File: src/rtl/mem_pkg.sv
// Shared constants and the controller state type for the memory access controller.
package mem_pkg;

  localparam int DEFAULT_DATA_WIDTH = 8;
  localparam int DEFAULT_ADDR_WIDTH = 6;
  localparam int RD_LATENCY         = 2;

  typedef enum logic {
    INIT,
    RUN
  } state_t;

endpackage

File: src/rtl/mem_access_ctrl_resp_fifo.sv
// Read-response buffer: circular FIFO with wrapping pointers and an occupancy count.
module resp_fifo #(
  parameter int WIDTH = 8,
  parameter int DEPTH = 4
) (
  input  logic                       clk,
  input  logic                       rst,
  input  logic                       push,
  input  logic [WIDTH-1:0]           push_data,
  input  logic                       pop,
  output logic [WIDTH-1:0]           pop_data,
  output logic                       empty,
  output logic [$clog2(DEPTH):0]     count
);

  localparam int PW = $clog2(DEPTH);
  localparam int CW = PW + 1;

  logic [WIDTH-1:0] storage [DEPTH];
  logic [PW-1:0]    wr_ptr;
  logic [PW-1:0]    rd_ptr;
  logic             full;
  logic             do_push;
  logic             do_pop;

  assign empty    = (count == '0);
  assign full     = (count == CW'(DEPTH));
  assign do_push  = push && !full;
  assign do_pop   = pop && !empty;
  assign pop_data = storage[rd_ptr];

  // Payload storage is deliberately left out of reset; only pointers and count gate visibility.
  always_ff @(posedge clk) begin
    if (do_push) begin
      storage[wr_ptr] <= push_data;
    end
  end

  always_ff @(posedge clk) begin
    if (rst) begin
      wr_ptr <= '0;
      rd_ptr <= '0;
      count  <= '0;
    end else begin
      if (do_push) begin
        wr_ptr <= wr_ptr + 1'b1;
      end
      if (do_pop) begin
        rd_ptr <= rd_ptr + 1'b1;
      end
      case ({do_push, do_pop})
        2'b10:   count <= count + 1'b1;
        2'b01:   count <= count - 1'b1;
        default: count <= count;
      endcase
    end
  end

endmodule

File: src/rtl/mem_access_ctrl.sv
// Memory access controller: clears the bank after reset, then serves host reads/writes
// with credit-based flow control into an in-order read-response buffer.
module mem_access_ctrl
  import mem_pkg::*;
#(
  parameter int DATA_WIDTH = DEFAULT_DATA_WIDTH,
  parameter int ADDR_WIDTH = DEFAULT_ADDR_WIDTH,
  parameter int RESP_DEPTH = 4
) (
  input  logic                  clk,
  input  logic                  rst,
  input  logic                  req_valid,
  output logic                  req_ready,
  input  logic                  req_write,
  input  logic [ADDR_WIDTH-1:0] req_addr,
  input  logic [DATA_WIDTH-1:0] req_wdata,
  output logic                  resp_valid,
  input  logic                  resp_ready,
  output logic [DATA_WIDTH-1:0] resp_rdata,
  output logic                  mem_write_en,
  output logic                  mem_read_en,
  output logic [ADDR_WIDTH-1:0] mem_addr,
  output logic [DATA_WIDTH-1:0] mem_data_in,
  input  logic [DATA_WIDTH-1:0] mem_data_out,
  output logic                  init_done
);

  localparam int CW = $clog2(RESP_DEPTH) + 1;
  localparam int SW = CW + 1;

  state_t                state_q;
  state_t                state_d;
  logic [ADDR_WIDTH-1:0] clear_cnt;
  logic [RD_LATENCY-1:0] rd_pipe;
  logic [CW-1:0]         occupancy;
  logic [SW-1:0]         inflight_cnt;
  logic                  rd_credit;
  logic                  fifo_empty;
  logic                  resp_pop;

  // A read may only issue if every read already committed still has a buffer slot reserved.
  always_comb begin
    inflight_cnt = '0;
    for (int i = 0; i < RD_LATENCY; i++) begin
      inflight_cnt = inflight_cnt + SW'(rd_pipe[i]);
    end
    rd_credit = (inflight_cnt + SW'(occupancy)) < SW'(RESP_DEPTH);
  end

  always_comb begin
    state_d      = state_q;
    req_ready    = 1'b0;
    mem_write_en = 1'b0;
    mem_read_en  = 1'b0;
    mem_addr     = req_addr;
    mem_data_in  = req_wdata;
    case (state_q)
      INIT: begin
        mem_write_en = 1'b1;
        mem_addr     = clear_cnt;
        mem_data_in  = '0;
        if (&clear_cnt) begin
          state_d = RUN;
        end
      end
      RUN: begin
        req_ready    = req_write || rd_credit;
        mem_write_en = req_valid && req_ready && req_write;
        mem_read_en  = req_valid && req_ready && !req_write;
      end
      default: state_d = INIT;
    endcase
  end

  always_ff @(posedge clk) begin
    if (rst) begin
      state_q   <= INIT;
      clear_cnt <= '0;
      init_done <= 1'b0;
    end else begin
      state_q <= state_d;
      if (state_q == INIT) begin
        clear_cnt <= clear_cnt + 1'b1;
      end
      if (state_q == INIT && state_d == RUN) begin
        init_done <= 1'b1;
      end
    end
  end

  // Read-valid travels alongside the bank's fixed latency so the capture lines up with mem_data_out.
  always_ff @(posedge clk) begin
    if (rst) begin
      rd_pipe <= '0;
    end else begin
      rd_pipe <= {rd_pipe[RD_LATENCY-2:0], mem_read_en};
    end
  end

  assign resp_valid = !fifo_empty;
  assign resp_pop   = resp_valid && resp_ready;

  resp_fifo #(
    .WIDTH (DATA_WIDTH),
    .DEPTH (RESP_DEPTH)
  ) u_resp_fifo (
    .clk       (clk),
    .rst       (rst),
    .push      (rd_pipe[RD_LATENCY-1]),
    .push_data (mem_data_out),
    .pop       (resp_pop),
    .pop_data  (resp_rdata),
    .empty     (fifo_empty),
    .count     (occupancy)
  );

endmodule

File: config.mk
export PLATFORM = sky130hd
export DESIGN_NAME = mem_access_ctrl
export DESIGN_NICKNAME = d
export VERILOG_FILES = /design/src/rtl/mem_pkg.sv /design/src/rtl/mem_access_ctrl_resp_fifo.sv /design/src/rtl/mem_access_ctrl.sv
export SDC_FILE = /design/constraint.sdc
export NUM_CORES = 1
export LEC_CHECK = 0
export BUFFER_PORTS_ARGS = -buffer_cell sky130_fd_sc_hd__buf_2
export CAP_MARGIN = 40
export CORE_MARGIN = 1.5
export CORE_UTILIZATION = 47
export DETAILED_ROUTE_END_ITERATION = 10
export PLACE_DENSITY = 0.81
export SYNTH_ARGS = -nofsm -noshare
export SYNTH_HDL_FRONTEND = slang
export SYNTH_SLANG_ARGS = --single-unit
File: constraint.sdc
create_clock -name clk -period 2.7 [get_ports clk]
set_input_delay 0.405 -clock clk [delete_from_list [all_inputs] [get_ports clk]]
set_output_delay 0.405 -clock clk [all_outputs]
set_load 0.05 [all_outputs]
======== Word level (Yosys, flattened, before mapping) ========
Memory sizes are Yosys's and may differ from the RTL's. A register that Yosys moved wholly into a read port is not among the register bits.
Index checks and enable logic that the tools add are counted.
operators by class
  reduce and logical (&&, ||, !) cells .... 14
  $add $sub $neg .......................... 7
  equality and inequality tests ........... 3
  muxes and demuxes ....................... 12
  bitwise gates (word level) .............. 1
  order comparisons ....................... 1
operators by type and width
  cell                   count
  $mux W8                1
  $logic_and A1 B1 Y1    7
  $add A6 B1 Y6 const B  1
  $mux W1                6
  $mux W6                1
  $pmux W3 S2            1
  $reduce_and A6 Y1      1
  $add A2 B1 Y2 const B  2
  $add A2 B3 Y4          1
  $lt A4 B3 Y1 const B   1
  $mux W2                2
  $add A3 B1 Y3 const B  1
  $eq A3 B3 Y1 const B   1
  $logic_not A1 Y1       3
  $logic_not A3 Y1       1
  $sub A3 B1 Y3 const B  1
  $add A1 B1 Y2          1
  $eq A2 B1 Y1 const B   1
  $eq A2 B2 Y1 const B   1
  $pmux W1 S2            1
  $reduce_bool A2 Y1     1
  $logic_or A1 B1 Y1     1
  $not A1 Y1             1
word-level totals
  memories kept ........................... 1
  word-level logic and storage cells ...... 46
  register bits after elaboration ......... 17
  bits in writable memories ............... 32
memory list
  name                 depth  bits a word  rd ports  clocked after Yosys merged registers in  wr ports  line                             source
  u_resp_fifo.storage  4      8            1         1                                        1         mem_access_ctrl_resp_fifo.sv:19  logic [WIDTH-1:0] storage [DEPTH];

======== Longest topological paths before layout ========
Gate-level depths: netlist of run 1.
  word-level depth ........................ 7
  depth in mapped cells ................... 9
  depth with buffers taken out ............ 9

======== By module ========
Synthesis of run 1 repeated with hierarchy kept, for this count alone.
unflattened totals
  cell total of the unflattened synthesis .. 157
  area, all modules ....................... 2199.6 µm²
by module, submodules not included
  module           instances  area an instance (µm²)  cells each  sequential area each (µm²)
  resp_fifo        1          1639.1                  95          1141.1
  mem_access_ctrl  1          560.5                   62          200.2

======== Worst setup path after synthesis of run 1 ========
OpenSTA, ideal clock, no wires.
  path type ............................... flip-flop to output port
  start point ............................. register u_resp_fifo.count[0]
  end point ............................... output mem_read_en
  required time ........................... 2.295 ns
  arrival ................................. 2.133 ns
  cell stages (with the launch flop) ...... 5
  setup slack ............................. 0.162 ns
  cell sequence ........................... dfxtp_1 > ha_1 > a21o_1 > a21oi_1 > nor3b_1
on the way
  longest elaborated chain between the ends .. 6
RTL lines
  element                           line                             source
  start: declaration                mem_access_ctrl_resp_fifo.sv:13  output logic [$clog2(DEPTH):0] count
  start signal: assignment          mem_access_ctrl_resp_fifo.sv:52  2'b10: count <= count + 1'b1;
  start signal: assignment          mem_access_ctrl_resp_fifo.sv:53  2'b01: count <= count - 1'b1;
  start signal: assignment          mem_access_ctrl_resp_fifo.sv:54  default: count <= count;
  $add A2 B3 Y4                     mem_access_ctrl.sv:47            rd_credit = (inflight_cnt + SW'(occupancy)) < SW'(RESP_DEPTH);
  $lt A4 B3 Y1                      mem_access_ctrl.sv:47
  $logic_or A1 B1 Y1                mem_access_ctrl.sv:67            req_ready = req_write || rd_credit;
  $logic_and A1 B1 Y1 (2 in a row)  mem_access_ctrl.sv:69            mem_read_en = req_valid && req_ready && !req_write;
  $mux W1                           mem_access_ctrl.sv:57            case (state_q)
  end: declaration                  mem_access_ctrl.sv:21            output logic mem_read_en,
No other way between the ends.

======== Worst setup path after layout of run 1 ========
Same ends and word-level chain as after synthesis.

==> flow_results.xml, run 1 <==
<?xml version="1.0" encoding="UTF-8"?>
<metrics>
  <group name="timing">
    <metric name="timing.slew.headroom" unit="%">65.17</metric>
    <metric name="timing.setup.tns" unit="ns">0</metric>
    <metric name="timing.final.max_slew_violations" unit="">0</metric>
    <metric name="fmax" unit="MHz">441.4</metric>
    <metric name="fin_worst_skew" unit="ns">0.004762</metric>
    <metric name="final-hold-violation-count" unit="">0</metric>
    <metric name="layout_setup_ws" unit="ns">0.4347</metric>
    <metric name="max_slew.worst_pin.slew" unit="ns">0.5217</metric>
    <metric name="post-route-period-util" unit="%">83.90</metric>
    <metric name="min_period" unit="ns">2.265</metric>
    <metric name="setup_viol_count_final" unit="">0</metric>
    <metric name="rsz_0062_raised_after_global_routing" unit="">no</metric>
  </group>
  <group name="place">
    <metric name="numPortBuffers" unit="">53</metric>
    <metric name="dpl_worst_slack" unit="ns">0.6852</metric>
    <metric name="globalplace.congestion" unit="">0.7365</metric>
    <metric name="place_hpwl" unit="um">2552</metric>
  </group>
  <group name="final_layout">
    <metric name="antenna_cells" unit="">0</metric>
    <metric name="final_layout_size_suffix_gt1_share" unit="%">37.62</metric>
    <metric name="num-nets-final" unit="">244</metric>
    <metric name="layout.cells.most_common" unit="">buf_2</metric>
    <metric name="area_growth" unit="%">17.99</metric>
    <metric name="final_core_util" unit="%">58.53</metric>
    <metric name="layout_common_cells" unit="">buf_2, edfxtp_1, dfxtp_1</metric>
  </group>
  <group name="clock_network">
    <metric name="clk_root_buffer_cell" unit="">clkbuf_8</metric>
    <metric name="cts.sink_count" unit="">51</metric>
    <metric name="postCtsSetupRepairBufs" unit="">0</metric>
    <metric name="ctsHtreeMaxLevel" unit="">2</metric>
    <metric name="cts_buffer_depth" unit="">2</metric>
    <metric name="worstSkewPairLatency" unit="ns">0.30</metric>
    <metric name="post_cts.resized_instances" unit="">0</metric>
    <metric name="cts_hold_buffers" unit="">0</metric>
    <metric name="clkTransAtPathRegs" unit="ns">0.09</metric>
    <metric name="cts_tree" unit="">yes</metric>
    <metric name="cts-buffers-inserted" unit="">5</metric>
  </group>
  <group name="routing">
    <metric name="dr.pass1.iters" unit="">6</metric>
    <metric name="drt-total-wl" unit="um">3559</metric>
    <metric name="ant_nets" unit="">0</metric>
    <metric name="viasPerCell" unit="">5.084</metric>
    <metric name="detail_route.wl_per_cell" unit="um">13.58</metric>
    <metric name="drt_iter0_drc" unit="">71</metric>
    <metric name="drc_errors" unit="">0</metric>
    <metric name="num_vias" unit="">1332</metric>
  </group>
  <group name="yosys">
    <metric name="ys_warn_count" unit="">0</metric>
    <metric name="part_of_the_yosys_area_used_for_sequential_elements" unit="%">60.84</metric>
    <metric name="syn_area_per_cell" unit="um^2">14.32</metric>
    <metric name="ys_seq_elements" unit="">51</metric>
    <metric name="synth_async_sr_flop_share" unit="%">0</metric>
    <metric name="synth_cell_types" unit="">36</metric>
    <metric name="synth_cells" unit="">154</metric>
    <metric name="mappedNetlistNets" unit="">189</metric>
    <metric name="synth_edf_count" unit="">32</metric>
    <metric name="syn_area" unit="um^2">2205</metric>
    <metric name="synth_ff_type" unit="">edfxtp_1</metric>
  </group>
  <group name="grt">
    <metric name="grt_util_all_layers" unit="%">14.71</metric>
    <metric name="grt_start_max_net_pins" unit="">23</metric>
    <metric name="initial_antenna_violation_count" unit="">0</metric>
    <metric name="grt.overflow.total" unit="">0</metric>
    <metric name="number_of_global_route_vias_before_repair" unit="">1224</metric>
    <metric name="grt_first_pass_wirelength" unit="um">5651</metric>
  </group>
  <group name="floorplan">
    <metric name="floorplan.initialDensity" unit="%">49.61</metric>
    <metric name="die_area" unit="um^2">5111</metric>
    <metric name="boundaryPins" unit="">54</metric>
    <metric name="placement_rows" unit="">24</metric>
    <metric name="core_area" unit="um^2">4444</metric>
    <metric name="die_w" unit="um">71.49</metric>
    <metric name="die_h" unit="um">71.49</metric>
  </group>
  <group name="hold_path">
    <metric name="hp-class" unit="">primary input to register</metric>
  </group>
  <group name="critical_path">
    <metric name="r2r_slack" unit="ns">0.68</metric>
    <metric name="critical_path_depth" unit="">5</metric>
    <metric name="critical_path.startpoint_type" unit="">register</metric>
    <metric name="crit_chain" unit="">ha_1, a21o_1, a21oi_1, nor3b_1, buf_2</metric>
    <metric name="timing.rr.end" unit="">u_resp_fifo.count[2]</metric>
    <metric name="worstPathRequired" unit="ns">2.30</metric>
    <metric name="ff2ff_path_depth" unit="">9</metric>
    <metric name="worst_r2r_startpoint" unit="">u_resp_fifo.count[0]</metric>
    <metric name="cp_top_family" unit="">flip-flops</metric>
    <metric name="setup.worst_path.end" unit="">mem_read_en</metric>
    <metric name="path_class" unit="">register to primary output</metric>
    <metric name="worst-path-buf-inv" unit="">1</metric>
    <metric name="critical_path.endpoint_type" unit="">primary output</metric>
    <metric name="slowest_delay" unit="ns">0.44</metric>
    <metric name="critical-path-slowest-cell" unit="">dfxtp_1</metric>
    <metric name="timing.critical_path.from" unit="">u_resp_fifo.count[0]</metric>
    <metric name="crit_fanout" unit="">6</metric>
    <metric name="critical_path_arrival" unit="ns">1.86</metric>
  </group>
  <group name="outcome">
    <metric name="outcome" unit="">finished clean</metric>
  </group>
  <group name="pwr">
    <metric name="powerDensity" unit="nW/um^2">508.5</metric>
    <metric name="largest_vdd_supply_drop" unit="mV">0.2262</metric>
    <metric name="static-leakage-power" unit="nW">1.021</metric>
  </group>
  <group name="job">
    <metric name="max_cap_viol_count" unit="">0</metric>
  </group>
</metrics>
metal layers:
metal  GRT usage, %  wire (um)  vias to the layer above
met1          18.38       1613                      623
met3          4.923        209                        2
li1               -          -                      659
met2          24.51       1710                       48
met4          4.403         27                        0
met5              0          0                        -
power by group:
part,switching [W],leakage (nW),internal [W]
clock,0.000249,0.0418,0.000181
combinational,0.0000346,0.538,0.0000244
sequential,0.00000454,0.441,0.000829
worst reg2reg max path, delay by kind of cell (launching register included):
family,cells,cell delay (ns)
adders and majority gates,2,0.55
AOI/OAI and AO/OA,2,0.29
DFF,1,0.37
and+or+nand+nor,1,0.30
buffers and inverters,3,0.29
xor gates and xnor gates,1,0.16
state kept, by name, summed over array words and instances, names as in the netlist, named ones only:
name / count
u_resp_fifo.storage: 32
clear_cnt: 6
u_resp_fifo.count: 3
rd_pipe: 2
u_resp_fifo.rd_ptr: 2
u_resp_fifo.wr_ptr: 2
init_done: 1
state_q: 1
synth_stat cells (2+ instances only):
cell | n | area share (%)
xnor2_1 | 3 | 1.2
xor2_1 | 5 | 2.0
edfxtp_1 | 32 | 44
nand2b_1 | 3 | 0.85
nand2_1 | 3 | 0.51
mux4_2 | 8 | 8.2
and2_1 | 12 | 3.4
nor2b_1 | 3 | 0.85
ha_1 | 7 | 4.0
nor2_1 | 14 | 2.4
mux2i_1 | 2 | 0.91
buf_2 | 3 | 0.68
mux2_2 | 7 | 3.6
inv_1 | 8 | 1.4
a21oi_1 | 4 | 0.91
dfxtp_1 | 19 | 17
or3_1 | 2 | 0.57
per-stage QoR:
step                      hold slack [ns]  total power (W)  area, um^2  instances
after floorplan                    0.4447        0.0008819        2205        154
final                              0.3092         0.001323        2601        262
after global placement             0.4389        0.0009090        2512        254
after detailed placement           0.4591        0.0009116        2512        254
after global routing               0.3071         0.001370        2601        262
after CTS                          0.2964         0.001338        2601        262
cell families after synthesis:
kind of cell	Yosys count	synth area share, %
DFF	51	60.84
and+or+nand+nor	44	11.12
muxes	18	13.34
buffers and inverters	14	2.724
AOI/OAI and AO/OA	11	3.916
xor gates and xnor gates	8	3.178
adders and majority gates	8	4.881
worst min path at each step:
stage	startpoint	to	slack, ns	cells past startpoint
floorplan	rd_pipe[0]	rd_pipe[1]	0.44	1
global placement	init_done	init_done	0.44	2
detailed placement	init_done	init_done	0.46	2
CTS	req_write	rd_pipe[0]	0.30	2
global route	req_write	rd_pipe[0]	0.31	2
finish	req_write	rd_pipe[0]	0.31	2
area by class of cell:
class                      count  area, um^2
fill                         384        1843
sequential                    51        1341
multi-input combinational     89       803.3
timing repair buffer          54       272.8
clock buffer                   5       68.82
tap                           52       65.06
inverter                       8       30.03
clock inverter                 3       20.02
No activity file was read; power rests on OpenSTA's default activity.
==> inputs of run 2 (changes only) <==
==> constraint.sdc (replaced) <==
create_clock -name clk -period 2.3 [get_ports clk]
set_input_delay 0.345 -clock clk [delete_from_list [all_inputs] [get_ports clk]]
set_output_delay 0.345 -clock clk [all_outputs]
set_load 0.05 [all_outputs]
==> run 2 against run 1 <==
  * The run now ends with design-rule violations left
  * Cell count rose by 0.76%
  * Setup slack worse by 0.27 ns
  * Combinational power grew 18%
  * Sequential cell count unchanged
  * Wire length increased by 1.6%
  * Clock power rose by 23%
  * Largest power group unchanged
  * Critical path type unchanged
  * Final area rose by 0.96%
  * Global-route usage increased by 0.13 points
  * Power is 19% higher
==> flow_results.xml, run 2 (synthesis gave the netlist of run 1 again) <==
<?xml version="1.0" encoding="UTF-8"?>
<metrics>
  <group name="clock_network">
    <metric name="postCtsSetupRepairBufs" unit="">0</metric>
    <metric name="clk_root_buffer_cell" unit="">clkbuf_8</metric>
    <metric name="post_cts.resized_instances" unit="">0</metric>
    <metric name="cts.sink_count" unit="">51</metric>
    <metric name="ctsHtreeMaxLevel" unit="">2</metric>
    <metric name="cts_buffer_depth" unit="">2</metric>
    <metric name="cts_tree" unit="">yes</metric>
    <metric name="clkTransAtPathRegs" unit="ns">0.09</metric>
    <metric name="cts-buffers-inserted" unit="">5</metric>
    <metric name="cts_hold_buffers" unit="">0</metric>
    <metric name="worstSkewPairLatency" unit="ns">0.30</metric>
  </group>
  <group name="final_layout">
    <metric name="final_layout_size_suffix_gt1_share" unit="%">38.68</metric>
    <metric name="final_core_util" unit="%">59.09</metric>
    <metric name="num-nets-final" unit="">246</metric>
    <metric name="final_cells" unit="">264</metric>
    <metric name="antenna_cells" unit="">0</metric>
    <metric name="layout.cells.most_common" unit="">buf_2</metric>
    <metric name="area_growth" unit="%">19.13</metric>
    <metric name="largest_registers" unit="">u_resp_fifo.storage: 32 flops, clear_cnt: 6 flops, u_resp_fifo.count: 3 flops</metric>
    <metric name="layout_common_cells" unit="">buf_2, edfxtp_1, dfxtp_1</metric>
    <metric name="largest_reg_flops" unit="">32</metric>
    <metric name="top_register" unit="">u_resp_fifo.storage</metric>
    <metric name="fill_cells" unit="">361</metric>
  </group>
  <group name="timing">
    <metric name="setup_viol_count_final" unit="">0</metric>
    <metric name="min_period" unit="ns">2.134</metric>
    <metric name="rsz_0062_raised_after_global_routing" unit="">no</metric>
    <metric name="final-hold-violation-count" unit="">0</metric>
    <metric name="fmax" unit="MHz">468.7</metric>
    <metric name="timing.final.max_slew_violations" unit="">0</metric>
    <metric name="timing.setup.tns" unit="ns">0</metric>
    <metric name="fin_worst_skew" unit="ns">0.008272</metric>
    <metric name="final.hold.worst_slack" unit="ns">0.2543</metric>
    <metric name="max_slew.worst_pin.slew" unit="ns">0.5667</metric>
    <metric name="layout_setup_ws" unit="ns">0.1662</metric>
    <metric name="post-route-period-util" unit="%">92.77</metric>
    <metric name="timing.slew.headroom" unit="%">62.17</metric>
  </group>
  <group name="outcome">
    <metric name="failed_checks" unit="">design-rule violations</metric>
    <metric name="outcome" unit="">finished, violations left</metric>
  </group>
  <group name="routing">
    <metric name="drt-total-wl" unit="um">3617</metric>
    <metric name="detail_route.wl_per_cell" unit="um">13.70</metric>
    <metric name="num_vias" unit="">1363</metric>
    <metric name="drc_errors" unit="">4</metric>
    <metric name="drt_iter0_drc" unit="">47</metric>
    <metric name="route.met2.wl" unit="um">1697</metric>
    <metric name="ant_nets" unit="">0</metric>
    <metric name="routedLengthMet1" unit="um">1586</metric>
    <metric name="dr.pass1.iters" unit="">7</metric>
    <metric name="met3WireLength" unit="um">266</metric>
    <metric name="viasPerCell" unit="">5.163</metric>
    <metric name="route.top_layer_used" unit="">met4</metric>
  </group>
  <group name="critical_path">
    <metric name="worst-path-buf-inv" unit="">1</metric>
    <metric name="timing.critical_path.from" unit="">u_resp_fifo.count[0]</metric>
    <metric name="crit_fanout" unit="">6</metric>
    <metric name="critical_path.endpoint_type" unit="">primary output</metric>
    <metric name="worst_r2r_startpoint" unit="">u_resp_fifo.count[0]</metric>
    <metric name="critical_path.startpoint_type" unit="">register</metric>
    <metric name="critical_path_arrival" unit="ns">1.79</metric>
    <metric name="crit_chain" unit="">ha_1, a21o_1, a21oi_1, nor3b_2, buf_2</metric>
    <metric name="critical-path-slowest-cell" unit="">dfxtp_1</metric>
    <metric name="worstPathRequired" unit="ns">1.96</metric>
    <metric name="cp_top_family" unit="">flip-flops</metric>
    <metric name="path_class" unit="">register to primary output</metric>
    <metric name="slowest_delay" unit="ns">0.44</metric>
  </group>
  <group name="place">
    <metric name="dpl_worst_slack" unit="ns">0.2984</metric>
    <metric name="place_hpwl" unit="um">2560</metric>
    <metric name="dp.cells" unit="">256</metric>
    <metric name="globalplace.congestion" unit="">0.8301</metric>
    <metric name="numPortBuffers" unit="">53</metric>
  </group>
  <group name="grt">
    <metric name="grt.overflow.total" unit="">0</metric>
    <metric name="grt_first_pass_wirelength" unit="um">5747</metric>
    <metric name="grt_start_max_net_pins" unit="">23</metric>
    <metric name="initial_antenna_violation_count" unit="">0</metric>
    <metric name="number_of_global_route_vias_before_repair" unit="">1257</metric>
    <metric name="grt_util_all_layers" unit="%">14.84</metric>
  </group>
  <group name="floorplan">
    <metric name="placement_rows" unit="">24</metric>
    <metric name="die_w" unit="um">71.49</metric>
    <metric name="die_area" unit="um^2">5111</metric>
    <metric name="boundaryPins" unit="">54</metric>
    <metric name="die_h" unit="um">71.49</metric>
    <metric name="floorplan.initialDensity" unit="%">49.61</metric>
    <metric name="core_area" unit="um^2">4444</metric>
  </group>
  <group name="pwr">
    <metric name="powerDensity" unit="nW/um^2">599.5</metric>
    <metric name="largest_vdd_supply_drop" unit="mV">0.3567</metric>
    <metric name="static-leakage-power" unit="nW">1.037</metric>
  </group>
  <group name="hold_path">
    <metric name="worstHoldStart" unit="">req_write</metric>
    <metric name="hp-class" unit="">primary input to register</metric>
  </group>
  <group name="job">
    <metric name="max_cap_viol_count" unit="">0</metric>
  </group>
</metrics>
## run 2: cell types whose count changed in the layout (fill, tap and decap cells not counted), sizes merged
| cell | previous run | this run |
|---|---|---|
| buf | 54 | 56 |
| clkbuf | 5 | 6 |
| clkinv | 2 | 1 |
## run 2: routing by layer
layer | up-vias | track usage (%)
met5 | - | 0
met4 | 0 | 6.289
met3 | 6 | 5.063
met2 | 56 | 24.92
met1 | 636 | 17.46
li1 | 665 | -
## run 2: area by class of cell
cell class / count / area (um^2) / share of cell area (%)
multi-input combinational: 89 / 808.3 / 30.78
timing repair buffer: 56 / 287.8 / 10.96
sequential: 51 / 1341 / 51.07
clock buffer: 6 / 82.58 / 3.144
inverter: 8 / 30.03 / 1.143
clock inverter: 2 / 11.26 / 0.4288
tap: 52 / 65.06 / 2.477
## run 2: worst reg2reg max path: cells and delay by family (launching register included)
| kind | cells | cell delay, ns |
|---|---|---|
| adders and majority gates | 2 | 0.55 |
| DFF | 1 | 0.37 |
| buffers and inverters | 3 | 0.30 |
| and+or+nand+nor | 1 | 0.30 |
| AOI/OAI and AO/OA | 2 | 0.28 |
| xor gates and xnor gates | 1 | 0.16 |
## run 2: path summary, 6_finish.rpt
check | slack, ns | cells after the start | end
worst min-delay path | 0.25 | 2 | rd_pipe[0]
worst max-delay path | 0.17 | 5 | mem_read_en
worst min register to register | 0.47 | 2 | init_done
worst max register to register | 0.27 | 9 | u_resp_fifo.count[2]
## run 2: power breakdown
part	switching, W	total [W]	leakage, nW	internal [W]
combinational	0.0000409	0.0000696	0.551	0.0000287
clock	0.000286	0.000527	0.0449	0.000241
sequential	0.00000476	0.000978	0.441	0.000973
## run 2: metrics by stage
step / cell area, um^2 / power [W]
3_5_place_dp: 2532 / 0.001070
4_1_cts: 2626 / 0.001593
6_report: 2626 / 0.001575
2_1_floorplan: 2210 / 0.001035
3_3_place_gp: 2532 / 0.001067
5_1_grt: 2626 / 0.001633
